===== config.mk =====
export PLATFORM = sky130hd
export DESIGN_NAME = scan_decoder_flat
export DESIGN_NICKNAME = d
export VERILOG_FILES = /design/src/rtl/scan_decoder_if.sv /design/src/rtl/scan_decoder.sv /design/src/flat_wrapper.sv
export SDC_FILE = /design/constraint.sdc
export NUM_CORES = 1
export LEC_CHECK = 0
export CELL_PAD_IN_SITES_DETAIL_PLACEMENT = 0
export CELL_PAD_IN_SITES_GLOBAL_PLACEMENT = 1
export CORE_AREA = 2 2 53 55
export CTS_BUF_LIST = sky130_fd_sc_hd__clkbuf_16
export CTS_CLUSTER_DIAMETER = 200
export DETAILED_ROUTE_END_ITERATION = 8
export DIE_AREA = 0 0 55 57
export PLACE_DENSITY = 0.89
export SLEW_MARGIN = 15
export SYNTH_ARGS = -nofsm -noshare
export SYNTH_HDL_FRONTEND = slang
export SYNTH_SLANG_ARGS = --single-unit

===== constraint.sdc =====
create_clock -name clk -period 3.7 [get_ports clk]
set_clock_uncertainty 0.05 [all_clocks]
set_input_delay 0.555 -clock clk [delete_from_list [all_inputs] [get_ports clk]]
set_output_delay 0.555 -clock clk [all_outputs]
set_load 0.02 [all_outputs]

===== src/rtl/scan_decoder_if.sv =====
// Bundles the scan_decoder control inputs and decoded outputs.
// master drives control and observes outputs; slave is the decoder side.
interface scan_decoder_if #(
    parameter int ADDR_WIDTH  = 2,
    parameter int DWELL_WIDTH = 8
);
  localparam int NUM_OUT = 1 << ADDR_WIDTH;

  logic                   enable;
  logic                   mode;
  logic [ADDR_WIDTH-1:0]  address;
  logic [DWELL_WIDTH-1:0] dwell;
  logic [NUM_OUT-1:0]     out;
  logic [ADDR_WIDTH-1:0]  cur_addr;
  logic                   wrap;

  modport master (
    output enable, mode, address, dwell,
    input  out, cur_addr, wrap
  );

  modport slave (
    input  enable, mode, address, dwell,
    output out, cur_addr, wrap
  );
endinterface


===== src/rtl/scan_decoder.sv =====
// Registered one-hot decoder with direct and autonomous scan modes.
// Define SCAN_DECODER_BOUNCE_EN to make scan ping-pong between endpoints instead of wrapping.
module scan_decoder #(
    parameter int ADDR_WIDTH  = 2,
    parameter int DWELL_WIDTH = 8
) (
    input logic          clk,
    input logic          reset,
    scan_decoder_if.slave bus
);
  localparam int NUM_OUT = 1 << ADDR_WIDTH;
  localparam logic [ADDR_WIDTH-1:0] LAST_ADDR = ADDR_WIDTH'(NUM_OUT - 1);

  typedef enum logic [1:0] {
    ST_IDLE   = 2'd0,
    ST_DIRECT = 2'd1,
    ST_SCAN   = 2'd2
  } state_t;

  state_t                 state_q, state_d;
  logic [NUM_OUT-1:0]     out_q, out_d;
  logic [ADDR_WIDTH-1:0]  cur_q, cur_d;
  logic [DWELL_WIDTH-1:0] cnt_q, cnt_d;
  logic                   wrap_q, wrap_d;
  // Set while a scan is in progress (possibly paused); cleared by direct mode or reset.
  logic                   armed_q, armed_d;

  logic [ADDR_WIDTH-1:0]  adv_addr;
  logic                   adv_wrap;
  logic [NUM_OUT-1:0]     sel;

`ifdef SCAN_DECODER_BOUNCE_EN
  logic                   dir_down_q, dir_down_d;
  logic                   adv_dir_down;

  always_comb begin
    if (dir_down_q) begin
      adv_addr     = cur_q - 1'b1;
      adv_wrap     = (adv_addr == '0);
      adv_dir_down = ~adv_wrap;
    end else begin
      adv_addr     = cur_q + 1'b1;
      adv_wrap     = (adv_addr == LAST_ADDR);
      adv_dir_down = adv_wrap;
    end
  end
`else
  always_comb begin
    adv_addr = cur_q + 1'b1;
    adv_wrap = (adv_addr == '0);
  end
`endif

  always_comb begin
    state_d = state_q;
    cur_d   = cur_q;
    cnt_d   = cnt_q;
    armed_d = armed_q;
    wrap_d  = 1'b0;
`ifdef SCAN_DECODER_BOUNCE_EN
    dir_down_d = dir_down_q;
`endif
    if (!bus.enable) begin
      state_d = ST_IDLE;
    end else if (!bus.mode) begin
      state_d = ST_DIRECT;
      cur_d   = bus.address;
      armed_d = 1'b0;
    end else begin
      state_d = ST_SCAN;
      if (!armed_q) begin
        cur_d   = '0;
        cnt_d   = bus.dwell;
        armed_d = 1'b1;
`ifdef SCAN_DECODER_BOUNCE_EN
        dir_down_d = 1'b0;
`endif
      end else if (state_q == ST_SCAN) begin
        // Resuming from a pause re-shows the frozen position before stepping again.
        if (cnt_q == '0) begin
          cur_d  = adv_addr;
          cnt_d  = bus.dwell;
          wrap_d = adv_wrap;
`ifdef SCAN_DECODER_BOUNCE_EN
          dir_down_d = adv_dir_down;
`endif
        end else begin
          cnt_d = cnt_q - 1'b1;
        end
      end
    end
  end

  for (genvar gi = 0; gi < NUM_OUT; gi++) begin : g_sel
    assign sel[gi] = (cur_d == ADDR_WIDTH'(gi));
  end

  always_comb begin
    out_d = (state_d == ST_IDLE) ? '0 : sel;
  end

  always_ff @(posedge clk) begin
    if (reset) begin
      state_q <= ST_IDLE;
      out_q   <= '0;
      cur_q   <= '0;
      cnt_q   <= '0;
      wrap_q  <= 1'b0;
      armed_q <= 1'b0;
`ifdef SCAN_DECODER_BOUNCE_EN
      dir_down_q <= 1'b0;
`endif
    end else begin
      state_q <= state_d;
      out_q   <= out_d;
      cur_q   <= cur_d;
      cnt_q   <= cnt_d;
      wrap_q  <= wrap_d;
      armed_q <= armed_d;
`ifdef SCAN_DECODER_BOUNCE_EN
      dir_down_q <= dir_down_d;
`endif
    end
  end

  assign bus.out      = out_q;
  assign bus.cur_addr = cur_q;
  assign bus.wrap     = wrap_q;
endmodule


===== src/flat_wrapper.sv =====
// flat-port wrapper written by rule: the top's interface ports become plain ports
module scan_decoder_flat 
#(
    parameter int ADDR_WIDTH  = 2,
    parameter int DWELL_WIDTH = 8
)
  (clk, reset, bus_enable, bus_mode, bus_address, bus_dwell, bus_out, bus_cur_addr, bus_wrap);
  scan_decoder_if #(.ADDR_WIDTH(ADDR_WIDTH), .DWELL_WIDTH(DWELL_WIDTH)) bus_i ();
  input logic clk;
  input logic reset;
  input wire logic [$bits(bus_i.enable)-1:0] bus_enable;
  input wire logic [$bits(bus_i.mode)-1:0] bus_mode;
  input wire logic [$bits(bus_i.address)-1:0] bus_address;
  input wire logic [$bits(bus_i.dwell)-1:0] bus_dwell;
  output wire logic [$bits(bus_i.out)-1:0] bus_out;
  output wire logic [$bits(bus_i.cur_addr)-1:0] bus_cur_addr;
  output wire logic [$bits(bus_i.wrap)-1:0] bus_wrap;
  assign bus_i.enable = bus_enable;
  assign bus_i.mode = bus_mode;
  assign bus_i.address = bus_address;
  assign bus_i.dwell = bus_dwell;
  assign bus_out = bus_i.out;
  assign bus_cur_addr = bus_i.cur_addr;
  assign bus_wrap = bus_i.wrap;
  scan_decoder #(.ADDR_WIDTH(ADDR_WIDTH), .DWELL_WIDTH(DWELL_WIDTH)) u_core (.clk(clk), .reset(reset), .bus(bus_i));
endmodule

==> flow_summary_export.csv <==
group,metric,value,unit
placement,dp_hpwl,1650,µm
floorplan,die_w,55,µm
timing,worst_slew_pin_slew,0.612,ns
layout,antenna_cells,0,
worst_setup_path,rrSetupSlack,1.68,ns
logic_synthesis,synth_commonest_cells,"18 x dfxtp_1, 10 x a21oi_1, 6 x nand2_1",
grt,grt_usage,0.158,
worst_setup_path,r2r-end,"u_core.cnt_q[4]$_SDFFE_PP0P_",
cts,cts_tree,"built",
layout,drive_gt1_frac,0.0692,
worst_setup_path,setup.worst_path.class,"in2reg",
drt,vias_per_cell,5.71,
job,cap_violations,0,
logic_synthesis,synth_edf_count,0,
grt,antenna_found_initial,0,
logic_synthesis,ys_seq_area_frac,0.372,
layout,fin_area,1260,µm²
cts,cts.sinks,18,
drt,drtPass1Iterations,4,
grt,overflow,0,
drt,drc,0,
cts,h-tree-depth,1,
layout,multiInputGateArea,564,µm²
cts,cts-resized-gates,0,
worst_setup_path,reg2regPathDepth,6,
logic_synthesis,yosysUniqueCellTypes,42,
cts,cts_setup_buffers,0,
drt,m1WireLength,1050,µm
drt,wl_per_cell,13.9,µm
cts,clk_path_buf_depth,2,
cts,root_buffer,"clkbuf_16",
drt,met2_length,1080,µm
timing,fin_tns_setup,0,ns
floorplan,die_area,3140,µm²
worst_setup_path,critPathRequiredTime,3.81,ns
timing,fin_crit_sh,0.575,
timing,setup_viol,0,
placement,gp_congestion,0.749,
cts,clk_pin_slew,0.05,ns
worst_setup_path,critPathMaxFanout,13,
layout,layout.nets,147,
timing,relSlewSlack,0.591,
drt,vias,919,
logic_synthesis,syn_inst,112,
logic_synthesis,async_flop_share,0,
cts,clock_latency,0.25,ns
min_path,min_to,"u_core.cnt_q[1]$_SDFFE_PP0P_",
floorplan,row_count,19,
layout,syn2layout_area_growth,30.2,%
grt,grt_pass1_vias,841,
logic_synthesis,synth_flop_cell,"dfxtp_1",
cts,ctsHoldBuffers,0,
worst_setup_path,worst_setup_path_end_kind,"flip-flop",
logic_synthesis,yosysWarningCount,0,
logic_synthesis,syn_area,968,µm²
power_and_ir_drop,power_density,408,nW/µm²
min_path,min_from,"u_core.cnt_q[1]$_SDFFE_PP0P_",
floorplan,initial_core_util,0.370,
logic_synthesis,synth-seq-cells,18,
drt,wl,2230,µm
worst_setup_path,crit_path_start_kind,"input port",
floorplan,core_area,2620,µm²
power_and_ir_drop,p_leak,0.451,nW
layout,regArea,360,µm²
drt,wl_met3,106,µm
logic_synthesis,post-synth-top-count-cell,"dfxtp_1",
drt,top_layer,"met4",
floorplan,io_pins,21,
grt,grt_pass1_wl,3770,µm
logic_synthesis,yosysTopAreaCell,"dfxtp_1",
power_and_ir_drop,finalPower,515,µW
timing,finalCriticalPeriod,2.13,ns
min_path,hold-path-cell-count,2,
timing,finalMaxSlewViolations,0,
power_and_ir_drop,vdd_drop_max,0.000238,V
floorplan,die_h,57,µm
placement,io_buffers,20,
timing,whs,0.440,ns
placement,dpl_cell_area,1180,µm²
logic_synthesis,avgSynthCellArea,8.65,µm²
timing,fmax,0.470,GHz
worst_setup_path,r2r_start,"u_core.cnt_q[0]$_SDFFE_PP0P_",
worst_setup_path,critPathArrivalTime,2.24,ns
grt,grt_max_degree,19,
drt,ant_nets,0,
timing,rsz0062_at_grt,"false",
logic_synthesis,synth.top_cell.area_share,0.372,
logic_synthesis,synth_nets,128,
cts,cts_buffers,3,
logic_synthesis,synthTopCellsByArea,"dfxtp_1 37%, a21oi_1 5.2%, nand2b_1 3.2%",
layout,final_util,0.482,
layout,fillers,271,
min_path,hold_class,"reg2reg",
timing,hold_viol,0,
drt,drtIter0Drc,17,
run_status,status,"finished clean",
power by group:
part | total [mW] | internal (mW) | switching, mW | leakage, nW
clock | 0.216 | 0.144 | 0.0722 | 0.0385
combinational | 0.0857 | 0.0403 | 0.0454 | 0.265
sequential | 0.213 | 0.203 | 0.0107 | 0.147
total | 0.515 | 0.387 | 0.128 | 0.451
cell type report:
type	instances	share of cell area
multi-input cells	83	0.447
flip-flops and latches	18	0.286
repair buffers	20	0.159
clock buffers	3	0.0595
well taps	31	0.0308
inverters	5	0.0149
clock inverters	1	0.00298
stage by stage:
step	instances	setup WS, ns
after floorplan	112	1.87
final	161	1.57
after global routing	161	1.43
after global placement	157	1.37
after detailed placement	157	1.32
after CTS	161	1.55
worst max path at each step:
| stage | from | endpoint | slack [ns] | cells after the start |
|---|---|---|---|---|
| 2_1_floorplan | u_core.cnt_q[0]$_SDFFE_PP0P_ | u_core.bus.out[0]$_SDFF_PP0_ | 1.87 | 7 |
| 3_3_place_gp | bus_mode | u_core.cnt_q[4]$_SDFFE_PP0P_ | 1.37 | 5 |
| 3_5_place_dp | bus_mode | u_core.cnt_q[4]$_SDFFE_PP0P_ | 1.32 | 5 |
| 4_1_cts | bus_mode | u_core.cnt_q[4]$_SDFFE_PP0P_ | 1.55 | 5 |
| 5_1_grt | bus_mode | u_core.cnt_q[4]$_SDFFE_PP0P_ | 1.43 | 5 |
| 6_report | bus_mode | u_core.cnt_q[4]$_SDFFE_PP0P_ | 1.57 | 5 |
critical path, stage by stage:
cell,delay (ns)
clkdlybuf4s50_1,0.56
nand2_1,0.13
a21o_1,0.31
or4_1,0.50
a31oi_1,0.18
layer usage:
metal | global-route usage | vias up
li1 | - | 467
met3 | 0.0314 | 2
met5 | 0 | -
met2 | 0.248 | 20
met1 | 0.219 | 430
met4 | 0.0418 | 0
state kept, by name, summed over array words and instances (netlist names):
| register | count |
|---|---|
| u_core.armed_q | 1 |
| u_core.bus.out | 4 |
| u_core.cnt_q | 8 |
| u_core.bus.wrap | 1 |
| u_core.bus.cur_addr | 2 |
| u_core.state_q | 2 |
logic make-up (layout without fill, tap and decap cells):
kind of cell	after synthesis	after routing	share of synthesized area
multiplexers	2	2	0.0220
buffers and inverters	11	29	0.0452
AND/OR/NAND/NOR	44	44	0.282
AO/OA/AOI/OAI	35	35	0.253
flip-flops	18	18	0.372
adder cells (fa/ha/maj)	2	2	0.0258
cell usage in the layout, fill, tap and decap left out, drive strengths merged, types with 2 or more instances in the layout:
cell / synthesis / final
nand2: 6 / 6
nand2b: 5 / 5
o31a: 2 / 2
nand3: 5 / 5
inv: 5 / 5
nand4: 3 / 3
or3: 3 / 3
clkbuf: 4 / 3
a22oi: 2 / 2
o32ai: 3 / 3
o21ai: 4 / 4
nor4: 3 / 3
a21oi: 10 / 10
a31oi: 4 / 4
o211ai: 3 / 3
clkdlybuf4s50: 0 / 20
dfxtp: 18 / 18
or4: 3 / 3
nor2: 5 / 5
nor3b: 3 / 3
ha: 2 / 2
No activity file was read; power rests on OpenSTA's default activity.
